File: src/rtl/user_sobel_row_engine.sv
// OBI-mapped Sobel row engine: fetches a sliding 3x3 window from ROM, pushes |Gx|+|Gy| into a result FIFO.
// Optional binary edge-map threshold register enabled by defining USER_SOBEL_THRESH_EN.

package user_sobel_pkg;
    typedef struct packed {
        logic        req;
        logic        we;
        logic [3:0]  be;
        logic [31:0] addr;
        logic [31:0] wdata;
    } obi_req_t;

    typedef struct packed {
        logic        gnt;
        logic        rvalid;
        logic [31:0] rdata;
    } obi_rsp_t;
endpackage

// OBI handshake: gnt mirrors req in the same cycle; rvalid/rdata follow one cycle after each grant.
// ROM handshake: rom_req_o is held with a stable rom_addr_o until the cycle rom_valid_i is seen high.
module user_sobel_row_engine #(
    parameter int unsigned IMG_W      = 16,
    parameter int unsigned IMG_H      = 16,
    parameter int unsigned PIX_W      = 8,
    parameter int unsigned ADDR_W     = 16,
    parameter int unsigned FIFO_DEPTH = 4,
    parameter type         obi_req_t  = user_sobel_pkg::obi_req_t,
    parameter type         obi_rsp_t  = user_sobel_pkg::obi_rsp_t
) (
    input  logic              clk_i,
    input  logic              rst_ni,
    input  obi_req_t          obi_req_i,
    output obi_rsp_t          obi_rsp_o,
    output logic              rom_req_o,
    output logic [ADDR_W-1:0] rom_addr_o,
    input  logic [31:0]       rom_data_i,
    input  logic              rom_valid_i,
    output logic              irq_o
);

    localparam int unsigned PTR_W = (FIFO_DEPTH > 1) ? $clog2(FIFO_DEPTH) : 1;
    localparam int unsigned LVL_W = $clog2(FIFO_DEPTH) + 1;
    localparam int XMAX = int'(IMG_W) - 1;
    localparam int YMAX = int'(IMG_H) - 1;
    localparam logic [PIX_W-1:0] PIX_MAX = '1;

    typedef enum logic [2:0] {
        S_IDLE,
        S_FETCH,
        S_COMPUTE,
        S_PUSH,
        S_DONE
    } state_e;

    state_e state_q, state_d;

    logic             irq_en_q, done_q;
    logic [15:0]      x0_q, y0_q, count_q;
    logic [15:0]      cur_x_q, remain_q;
    logic             first_q;
    logic [1:0]       fcol_q, frow_q;
    logic [PIX_W-1:0] win_q [3][3];
    logic [PIX_W-1:0] result_q;

    logic [PIX_W-1:0] fifo_mem [FIFO_DEPTH];
    logic [PTR_W-1:0] wptr_q, rptr_q;
    logic [LVL_W-1:0] level_q;
    logic             fifo_full, fifo_empty;

    logic             rvalid_q;
    logic [31:0]      rdata_q, rdata_d;

`ifdef USER_SOBEL_THRESH_EN
    logic [PIX_W-1:0] thresh_q;
`endif

    // Register access decode
    logic [5:0] word;
    logic       rd_en, wr_en, wr_ctrl, start, pop, push, busy;
    logic [31:0] wdata;

    assign word    = obi_req_i.addr[7:2];
    assign wdata   = obi_req_i.wdata;
    assign rd_en   = obi_req_i.req & ~obi_req_i.we;
    assign wr_en   = obi_req_i.req & obi_req_i.we;
    assign wr_ctrl = wr_en && (word == 6'd0);
    assign busy    = (state_q != S_IDLE);
    assign start   = wr_ctrl & wdata[0] & ~busy;
    assign pop     = rd_en && (word == 6'd5) && !fifo_empty;
    assign push    = (state_q == S_PUSH) && !fifo_full;

    assign fifo_full  = (level_q == LVL_W'(FIFO_DEPTH));
    assign fifo_empty = (level_q == '0);

    logic unused_bits;
    assign unused_bits = ^{obi_req_i.be, obi_req_i.addr[31:8], obi_req_i.addr[1:0],
                           wdata[31:16], rom_data_i[31:PIX_W]};

    // Pixels actually processed: COUNT clipped at the right image edge
    logic [15:0] span, eff_cnt;
    always_comb begin
        span    = '0;
        eff_cnt = '0;
        if ({16'b0, x0_q} < IMG_W) begin
            span    = 16'(IMG_W - {16'b0, x0_q});
            eff_cnt = (count_q < span) ? count_q : span;
        end
    end

    // Fetch coordinate: first pixel walks columns x-1..x+1, later pixels only x+1; clamped to the image
    int fx, fy;
    always_comb begin
        fx = int'(cur_x_q) + (first_q ? int'(fcol_q) - 1 : 1);
        fy = int'(y0_q) + int'(frow_q) - 1;
        if (fx < 0) fx = 0;
        else if (fx > XMAX) fx = XMAX;
        if (fy < 0) fy = 0;
        else if (fy > YMAX) fy = YMAX;
    end

    assign rom_req_o  = (state_q == S_FETCH);
    assign rom_addr_o = (state_q == S_FETCH) ? ADDR_W'(fy * int'(IMG_W) + fx) : '0;
    assign irq_o      = done_q & irq_en_q;

    // Sobel kernel on win_q[col][row]; columns 0/2 are x-1/x+1, rows 0/2 are y-1/y+1
    function automatic logic signed [PIX_W+2:0] ext(input logic [PIX_W-1:0] p);
        return $signed({3'b000, p});
    endfunction

    logic signed [PIX_W+2:0] gx, gy;
    logic [PIX_W+2:0]        ax, ay;
    logic [PIX_W+3:0]        mag;
    logic [PIX_W-1:0]        sat, push_val;
    always_comb begin
        gx = (ext(win_q[2][0]) + (ext(win_q[2][1]) <<< 1) + ext(win_q[2][2]))
           - (ext(win_q[0][0]) + (ext(win_q[0][1]) <<< 1) + ext(win_q[0][2]));
        gy = (ext(win_q[0][2]) + (ext(win_q[1][2]) <<< 1) + ext(win_q[2][2]))
           - (ext(win_q[0][0]) + (ext(win_q[1][0]) <<< 1) + ext(win_q[2][0]));
        ax  = gx[PIX_W+2] ? $unsigned(-gx) : $unsigned(gx);
        ay  = gy[PIX_W+2] ? $unsigned(-gy) : $unsigned(gy);
        mag = {1'b0, ax} + {1'b0, ay};
        sat = (mag > {4'b0000, PIX_MAX}) ? PIX_MAX : mag[PIX_W-1:0];
`ifdef USER_SOBEL_THRESH_EN
        push_val = (sat > thresh_q) ? PIX_MAX : '0;
`else
        push_val = sat;
`endif
    end

    always_comb begin
        state_d = state_q;
        case (state_q)
            S_IDLE:    if (start) state_d = (eff_cnt == '0) ? S_DONE : S_FETCH;
            S_FETCH:   if (rom_valid_i && fcol_q == 2'd2 && frow_q == 2'd2) state_d = S_COMPUTE;
            S_COMPUTE: state_d = S_PUSH;
            S_PUSH:    if (!fifo_full) state_d = (remain_q == 16'd1) ? S_DONE : S_FETCH;
            S_DONE:    state_d = S_IDLE;
            default:   state_d = S_IDLE;
        endcase
    end

    always_ff @(posedge clk_i or negedge rst_ni) begin
        if (!rst_ni) state_q <= S_IDLE;
        else         state_q <= state_d;
    end

    // Software-visible registers
    always_ff @(posedge clk_i or negedge rst_ni) begin
        if (!rst_ni) begin
            irq_en_q <= 1'b0;
            done_q   <= 1'b0;
            x0_q     <= '0;
            y0_q     <= '0;
            count_q  <= '0;
`ifdef USER_SOBEL_THRESH_EN
            thresh_q <= '0;
`endif
        end else begin
            if (wr_ctrl) irq_en_q <= wdata[2];
            if (state_q == S_DONE) done_q <= 1'b1;
            else if (start || (wr_ctrl && wdata[1])) done_q <= 1'b0;
            if (wr_en && !busy) begin
                if (word == 6'd1) x0_q    <= wdata[15:0];
                if (word == 6'd2) y0_q    <= wdata[15:0];
                if (word == 6'd3) count_q <= wdata[15:0];
`ifdef USER_SOBEL_THRESH_EN
                if (word == 6'd6) thresh_q <= wdata[PIX_W-1:0];
`endif
            end
        end
    end

    // Window, fetch counters and pixel progress
    always_ff @(posedge clk_i or negedge rst_ni) begin
        if (!rst_ni) begin
            cur_x_q  <= '0;
            remain_q <= '0;
            first_q  <= 1'b0;
            fcol_q   <= '0;
            frow_q   <= '0;
            result_q <= '0;
            for (int c = 0; c < 3; c++)
                for (int r = 0; r < 3; r++) win_q[c][r] <= '0;
        end else begin
            case (state_q)
                S_IDLE: begin
                    if (start) begin
                        cur_x_q  <= x0_q;
                        remain_q <= eff_cnt;
                        first_q  <= 1'b1;
                        fcol_q   <= '0;
                        frow_q   <= '0;
                    end
                end
                S_FETCH: begin
                    if (rom_valid_i) begin
                        win_q[fcol_q][frow_q] <= rom_data_i[PIX_W-1:0];
                        if (frow_q == 2'd2) begin
                            frow_q <= '0;
                            if (fcol_q != 2'd2) fcol_q <= fcol_q + 2'd1;
                        end else begin
                            frow_q <= frow_q + 2'd1;
                        end
                    end
                end
                S_COMPUTE: result_q <= push_val;
                S_PUSH: begin
                    if (!fifo_full) begin
                        remain_q <= remain_q - 16'd1;
                        cur_x_q  <= cur_x_q + 16'd1;
                        first_q  <= 1'b0;
                        fcol_q   <= 2'd2;
                        frow_q   <= '0;
                        // Slide the window one column left; column 2 is refilled next
                        for (int r = 0; r < 3; r++) begin
                            win_q[0][r] <= win_q[1][r];
                            win_q[1][r] <= win_q[2][r];
                        end
                    end
                end
                default: ;
            endcase
        end
    end

    // Result FIFO; simultaneous push and pop leave the level unchanged
    always_ff @(posedge clk_i or negedge rst_ni) begin
        if (!rst_ni) begin
            wptr_q  <= '0;
            rptr_q  <= '0;
            level_q <= '0;
            for (int i = 0; i < FIFO_DEPTH; i++) fifo_mem[i] <= '0;
        end else begin
            if (push) begin
                fifo_mem[wptr_q] <= result_q;
                wptr_q           <= wptr_q + 1'b1;
            end
            if (pop) rptr_q <= rptr_q + 1'b1;
            if (push && !pop)      level_q <= level_q + 1'b1;
            else if (pop && !push) level_q <= level_q - 1'b1;
        end
    end

    logic [7:0] status;
    assign status = {4'(level_q), fifo_full, fifo_empty, done_q, busy};

    always_comb begin
        rdata_d = '0;
        case (word)
            6'd0: rdata_d = {29'b0, irq_en_q, 2'b00};
            6'd1: rdata_d = {16'b0, x0_q};
            6'd2: rdata_d = {16'b0, y0_q};
            6'd3: rdata_d = {16'b0, count_q};
            6'd4: rdata_d = {24'b0, status};
            6'd5: if (!fifo_empty) rdata_d = 32'(fifo_mem[rptr_q]);
`ifdef USER_SOBEL_THRESH_EN
            6'd6: rdata_d = 32'(thresh_q);
`endif
            default: rdata_d = '0;
        endcase
    end

    always_ff @(posedge clk_i or negedge rst_ni) begin
        if (!rst_ni) begin
            rvalid_q <= 1'b0;
            rdata_q  <= '0;
        end else begin
            rvalid_q <= obi_req_i.req;
            rdata_q  <= rd_en ? rdata_d : '0;
        end
    end

    always_comb begin
        obi_rsp_o        = '0;
        obi_rsp_o.gnt    = obi_req_i.req;
        obi_rsp_o.rvalid = rvalid_q;
        obi_rsp_o.rdata  = rdata_q;
    end

endmodule

File: config.mk
export PLATFORM = sky130hd
export DESIGN_NAME = user_sobel_row_engine
export DESIGN_NICKNAME = d
export VERILOG_FILES = /design/src/rtl/user_sobel_row_engine.sv
export SDC_FILE = /design/constraint.sdc
export NUM_CORES = 1
export LEC_CHECK = 0
export ABC_AREA = 1
export CAP_MARGIN = 10
export CORE_MARGIN = 2
export CORE_UTILIZATION = 33
export CTS_CLUSTER_SIZE = 14
export DETAILED_ROUTE_END_ITERATION = 8
export GPL_ROUTABILITY_DRIVEN = 0
export GPL_TIMING_DRIVEN = 0
export PLACE_DENSITY = 0.65
export SLEW_MARGIN = 25
export SYNTH_ARGS = -nofsm -noshare
export SYNTH_HDL_FRONTEND = slang
export SYNTH_SLANG_ARGS = --single-unit
export TNS_END_PERCENT = 20
File: constraint.sdc
create_clock -name clk_i -period 5.5 [get_ports clk_i]
set_input_delay 0.825 -clock clk_i [delete_from_list [all_inputs] [get_ports clk_i]]
set_output_delay 0.825 -clock clk_i [all_outputs]
set_load 0.1 [all_outputs]
==> results of run 1 <==
[flip-flops by register name, summed over array words and instances (netlist names)]
register  count
cur_x_q      16
rdata_q      16
fifo_mem     32
rvalid_q      1
wptr_q        2
frow_q        2
level_q       3
first_q       1
irq_en_q      1
remain_q     16
x0_q         16
result_q      8
done_q        1
y0_q         16
count_q      16
state_q       3
rptr_q        2
win_q        72
fcol_q        2
[routing by layer]
metal / vias up / routed length (microns)
met5: - / 45
met4: 6 / 1730
met3: 128 / 3910
met2: 621 / 23900
met1: 7714 / 21800
li1: 7593 / -
[how the worst min path moves through the flow]
stage,cells after the start,to
finish,2,cur_x_q[14]
detailed placement,2,fifo_mem[14]
floorplan,2,fifo_mem[10]
CTS,2,cur_x_q[14]
global placement,2,fifo_mem[11]
global route,2,cur_x_q[14]
[stage by stage]
step / cell area, sq um / std cells / util [%] / hold WS (ps)
6_report: 20300 / 3115 / 39.6 / 289
2_1_floorplan: 17200 / 2292 / - / 448
4_1_cts: 19900 / 3097 / 38.9 / 324
3_3_place_gp: 18700 / 3034 / 36.4 / 465
5_1_grt: 20300 / 3115 / 39.6 / 334
3_5_place_dp: 18800 / 3037 / 36.6 / 468
[Yosys cell counts, drive strengths merged (3+ instances only)]
cell type	n	share of area, %
nand4	35	1.3
nand3b	6	0.26
a22oi	12	0.53
a31oi	25	0.92
a21oi	100	3.1
nand3	92	2.7
a21boi	11	0.51
nor3	30	1.1
clkbuf	40	0.88
inv	373	8.2
nor2	165	3.8
o211ai	8	0.35
nand2	506	11
o22ai	40	1.5
xnor2	21	1.1
a21o	4	0.18
clkinv	6	0.13
nor4	4	0.15
o21ai	247	7.3
or2	4	0.15
a221oi	8	0.41
ha	96	7.0
o21a	3	0.13
dfrtp	226	33
fa	67	7.8
buf	41	1.5
a41oi	10	0.51
xor2	55	2.8
o21bai	6	0.26
[critical path: cells and delay by family (launching register included)]
| kind | cells | cell delay [ps] |
|---|---|---|
| buffers and inverters | 6 | 620 |
| AO/OA/AOI/OAI | 11 | 1540 |
| XOR/XNOR | 1 | 100 |
| adder cells (fa/ha/maj) | 5 | 2030 |
| AND/OR/NAND/NOR | 9 | 630 |
| flip-flops | 1 | 420 |
[repair_timing]
| action | in CTS | in global routing |
|---|---|---|
| pin swaps | 27 | 49 |
| resized for setup | 43 | 67 |
| setup buffers | 15 | 18 |
| setup endpoints to repair | 12 | 16 |
[final cells by class]
| class | count | share of cell area (%) |
|---|---|---|
| Clock buffer | 31 | 3.34 |
| Multi-Input combinational cell | 1606 | 49.4 |
| Sequential cell | 226 | 27.9 |
| Tap cell | 680 | 4.19 |
| Clock inverter | 14 | 1.27 |
| Timing Repair Buffer | 98 | 4.79 |
| Inverter | 379 | 7.02 |
| Buffer | 81 | 2.07 |
[logic make-up (layout without fill, tap and decap cells)]
family | after synthesis | in the layout
compound gates | 488 | 488
simple gates | 843 | 843
fa+ha+maj | 163 | 163
mux | 1 | 1
xor+xnor | 76 | 76
buf+inv | 460 | 603
other cells | 2 | 35
flops | 226 | 226
==> results_dict.tcl, run 1 <==
set metrics [dict create \
    drv_cap 0 \
    pre_cts_ws_ps -760 \
    final_nets 2685 \
    syn_area_per_cell_sq_um 7.57 \
    dieArea_sq_um 53600 \
    gr-usage-met3_pct 3.51 \
    setup_tns_ps 0 \
    clockRootBuffer "clkbuf_16" \
    hpwl_mm 39.8 \
    end_kind "flop" \
    violations "slew limit" \
    grt-ovfl-total 0 \
    n_fill_cell 5256 \
    vias_per_cell 5.16 \
    core_sq_um 51300 \
    synthMuxAreaShare_pct 0.0659 \
    cts_tree "yes" \
    clock-sinks 226 \
    clk_pin_slew_ps 60 \
    rsz0062_at_grt "yes" \
    antennaDiodeCount 0 \
    final_cell_mix "nand2_1, inv_1, o21ai_0" \
    ys_ff_latch 226 \
    final_common_cell "nand2_1" \
    startpoint_type "flop" \
    synth_edf_count 0 \
    hold_path_class "in2async" \
    hold_viol_final 0 \
    busiest_layer "met2" \
    synth_seq_area_share_pct 33.1 \
    startpoint "win_q[3]" \
    first_pass_iters 8 \
    syn2layout_area_growth_pct 18.7 \
    initial_core_util_pct 33.3 \
    r2r_slack_ps 40 \
    relSlewSlack_pct -45.7 \
    post_synth_num_cell_types 59 \
    finClkSkew_ps 23.1 \
    worstPathRequired_ps 5920 \
    vias 16100 \
    setup-violations-final 0 \
    path_class "reg2reg" \
    fmax_mhz 183 \
    grt_max_degree 91 \
    drc 0 \
    yosys_warnings 0 \
    drive_above_1_share_pct 10.2 \
    grt_pass1_vias 15700 \
    grt_pass1_wl_mm 81.6 \
    fp.dieW_microns 232 \
    ys.flop_type "dfrtp_1" \
    timing.final.ws_setup_ps 36.3 \
    antenna_found_initial 3 \
    drtIter0Drc 1502 \
    cp_max_fo 8 \
    period_share_pct 99.3 \
    post-route-min-period_ps 5460 \
    synth_cells 2259 \
    grtUsageMet1_pct 24.8 \
    multi_input_area_sq_um 10000 \
    slowest_stage "fa_1" \
    tightest_slew_ps 2180 \
    synth_fa_ha_area_share_pct 14.9 \
    drt_wl_total_mm 51.4 \
    worst_r2r_path_depth 32 \
    r2r_end "result_q[5]" \
    path_common_cell "nand2_1" \
    status "complete, but fails checks" \
    met2_usage_pct 30.8 \
    synth_compound_area_share_pct 16.3 \
    numPortBuffers 62 \
    synth_top_family_by_area "simple AND/OR/NAND/NOR gates" \
    h-tree-depth 1 \
    critPathMaxStageDelay_ps 510 \
    cts_made_buffers 25 \
    cp-endpoint "result_q[5]" \
    rows 83 \
    cts_buffer_depth 3 \
    ctsHoldBuffers 0 \
    clock_latency_ps 540 \
    avgRoutedWirePerCell_microns 16.5 \
    synth_xor_area_share_pct 3.89 \
    slew_viol_final 4 \
    register_area_sq_um 5660 \
    synth-simple-area-share_pct 21.0 \
    io_pins 157 \
    worstPathArrival_ps 5880 \
    syn_area_sq_um 17100 \
    track_usage_pct 18.8 \
    die_h_microns 232 \
    ys_async_sr_fraction_pct 100 \
    r2r_start "win_q[3]" \
    ant_nets 0 \
]
Power of run 1 is not shown: default switching activity piles up to over one toggle a cycle in this logic, so the estimate is an artifact.
==> inputs of run 2 (changes only) <==
--- a/config.mk
+++ b/config.mk
@@ -14,7 +14,8 @@
 export GPL_ROUTABILITY_DRIVEN = 0
 export GPL_TIMING_DRIVEN = 0
 export PLACE_DENSITY = 0.65
-export SLEW_MARGIN = 25
+export SKIP_CTS_REPAIR_TIMING = 1
+export SLEW_MARGIN = 20
 export SYNTH_ARGS = -nofsm -noshare
 export SYNTH_HDL_FRONTEND = slang
 export SYNTH_SLANG_ARGS = --single-unit
==> run 2 against run 1 <==
Net effect:
- largest cell class unchanged
- clock skew decreased by 5.7 ps
- die area did not move
- worst hold slack got worse by 4.9 ps
- sequential cell count unchanged
- critical endpoint is now result_q[0]
- design area fell by 1.2%
- global-route usage down 0.35 points
- worst setup slack worse by 120 ps
- the run ends with slew limit, setup timing left
==> results_dict.tcl, run 2 (same netlist as run 1, synthesis figures left out) <==
set metrics [dict create \
    rows 83 \
    drtIter0Drc 1838 \
    path_common_cell "nand2_1" \
    grt_max_degree 91 \
    largest_reg_flops 72 \
    relSlewSlack_pct -46.4 \
    register_area_sq_um 5660 \
    vias_per_cell 5.12 \
    antennaDiodeCount 0 \
    syn2layout_area_growth_pct 17.3 \
    cts_tree "yes" \
    place_area_sq_um 18700 \
    die_h_microns 232 \
    clockRootBuffer "clkbuf_16" \
    fp.dieW_microns 232 \
    core_sq_um 51300 \
    r2r_start "win_q[19]" \
    slew_viol_final 4 \
    h-tree-depth 1 \
    post-route-min-period_ps 5580 \
    timing.final.ws_setup_ps -81.3 \
    pre_cts_ws_ps -726 \
    final_nets 2670 \
    first_pass_iters 6 \
    status "complete, but fails checks" \
    cts_made_buffers 26 \
    worstPathRequired_ps 5920 \
    design_area_sq_um 20100 \
    final_util_pct 39.1 \
    tightest_slew_ps 2190 \
    io_pins 157 \
    drc 0 \
    multi_input_area_sq_um 9950 \
    clock-sinks 226 \
    r2r_end "result_q[0]" \
    initial_core_util_pct 33.3 \
    finClkSkew_ps 17.4 \
    grt_pass1_vias 15400 \
    crit_buf_inv 6 \
    antenna_found_initial 1 \
    drive_above_1_share_pct 8.71 \
    worstPathArrival_ps 6000 \
    dieArea_sq_um 53600 \
    clk_pin_slew_ps 60 \
    grt-ovfl-total 0 \
    hpwl_mm 39.7 \
    final_cell_mix "nand2_1, inv_1, o21ai_0" \
    setup-violations-final 8 \
    grt_pass1_wl_mm 80.2 \
    drv_cap 0 \
    numPortBuffers 62 \
    period_share_pct 101 \
    track_usage_pct 18.5 \
    hold_slack_ps 285 \
    path_class "reg2reg" \
    avgRoutedWirePerCell_microns 16.4 \
    hold_path_class "in2async" \
    ant_nets 0 \
    cts_buffer_depth 3 \
    startpoint "win_q[19]" \
    end_kind "flop" \
    final_common_cell "nand2_1" \
    r2r_slack_ps -80 \
    hold_viol_final 0 \
    rsz0062_at_grt "yes" \
    fmax_mhz 179 \
    drt_wl_total_mm 50.7 \
    top_register "win_q" \
    startpoint_type "flop" \
    top_regs "win_q x72, fifo_mem x32" \
    n_fill_cell 5232 \
    critPathMaxStageDelay_ps 510 \
    worst_r2r_path_depth 32 \
    vias 15900 \
    crit_family "adder cells" \
    slowest_stage "fa_1" \
    clock_latency_ps 540 \
    cp_max_fo 8 \
    violations "slew limit, setup timing" \
]
## run 2: final cells by class
cell class	instances	share of cell area [%]
well taps	680	4.24
clock buffers	40	3.86
repair buffers	82	4.13
plain buffers	81	2.09
multi-input cells	1606	49.6
clock inverters	8	0.780
flip-flops and latches	226	28.2
inverters	379	7.11
## run 2: per-stage QoR
step                TNS (ps)  cells
floorplan                  0   2292
global placement    -1370550   3034
detailed placement     -5710   3036
CTS                    -6860   3084
global route           -2560   3102
finish                  -578   3102
## run 2: worst max-delay path by stage
stage / end / depth (start not counted)
3_3_place_gp: win_q[70] / 1
3_5_place_dp: result_q[4] / 29
2_1_floorplan: result_q[0] / 29
5_1_grt: result_q[7] / 30
6_report: result_q[0] / 32
4_1_cts: result_q[4] / 29
## run 2: worst register-to-register path: cells and delay by family, from the launching register on
family	cells	cell delay, ps
adder cells (fa/ha/maj)	5	1970
flip-flops	1	410
AO/OA/AOI/OAI	11	1600
AND/OR/NAND/NOR	9	710
XOR/XNOR	1	110
buffers and inverters	6	630
## run 2: layer usage
metal / global-route usage, % / share of wire (%) / routed length (microns)
met2: 30.4 / 46 / 23400
met1: 24.8 / 43 / 21800
met4: 5.63 / 3.0 / 1540
met3: 3.04 / 7.9 / 4020
met5: 0 / 0.016 / 8
Power of run 2 is left out for the same reason.
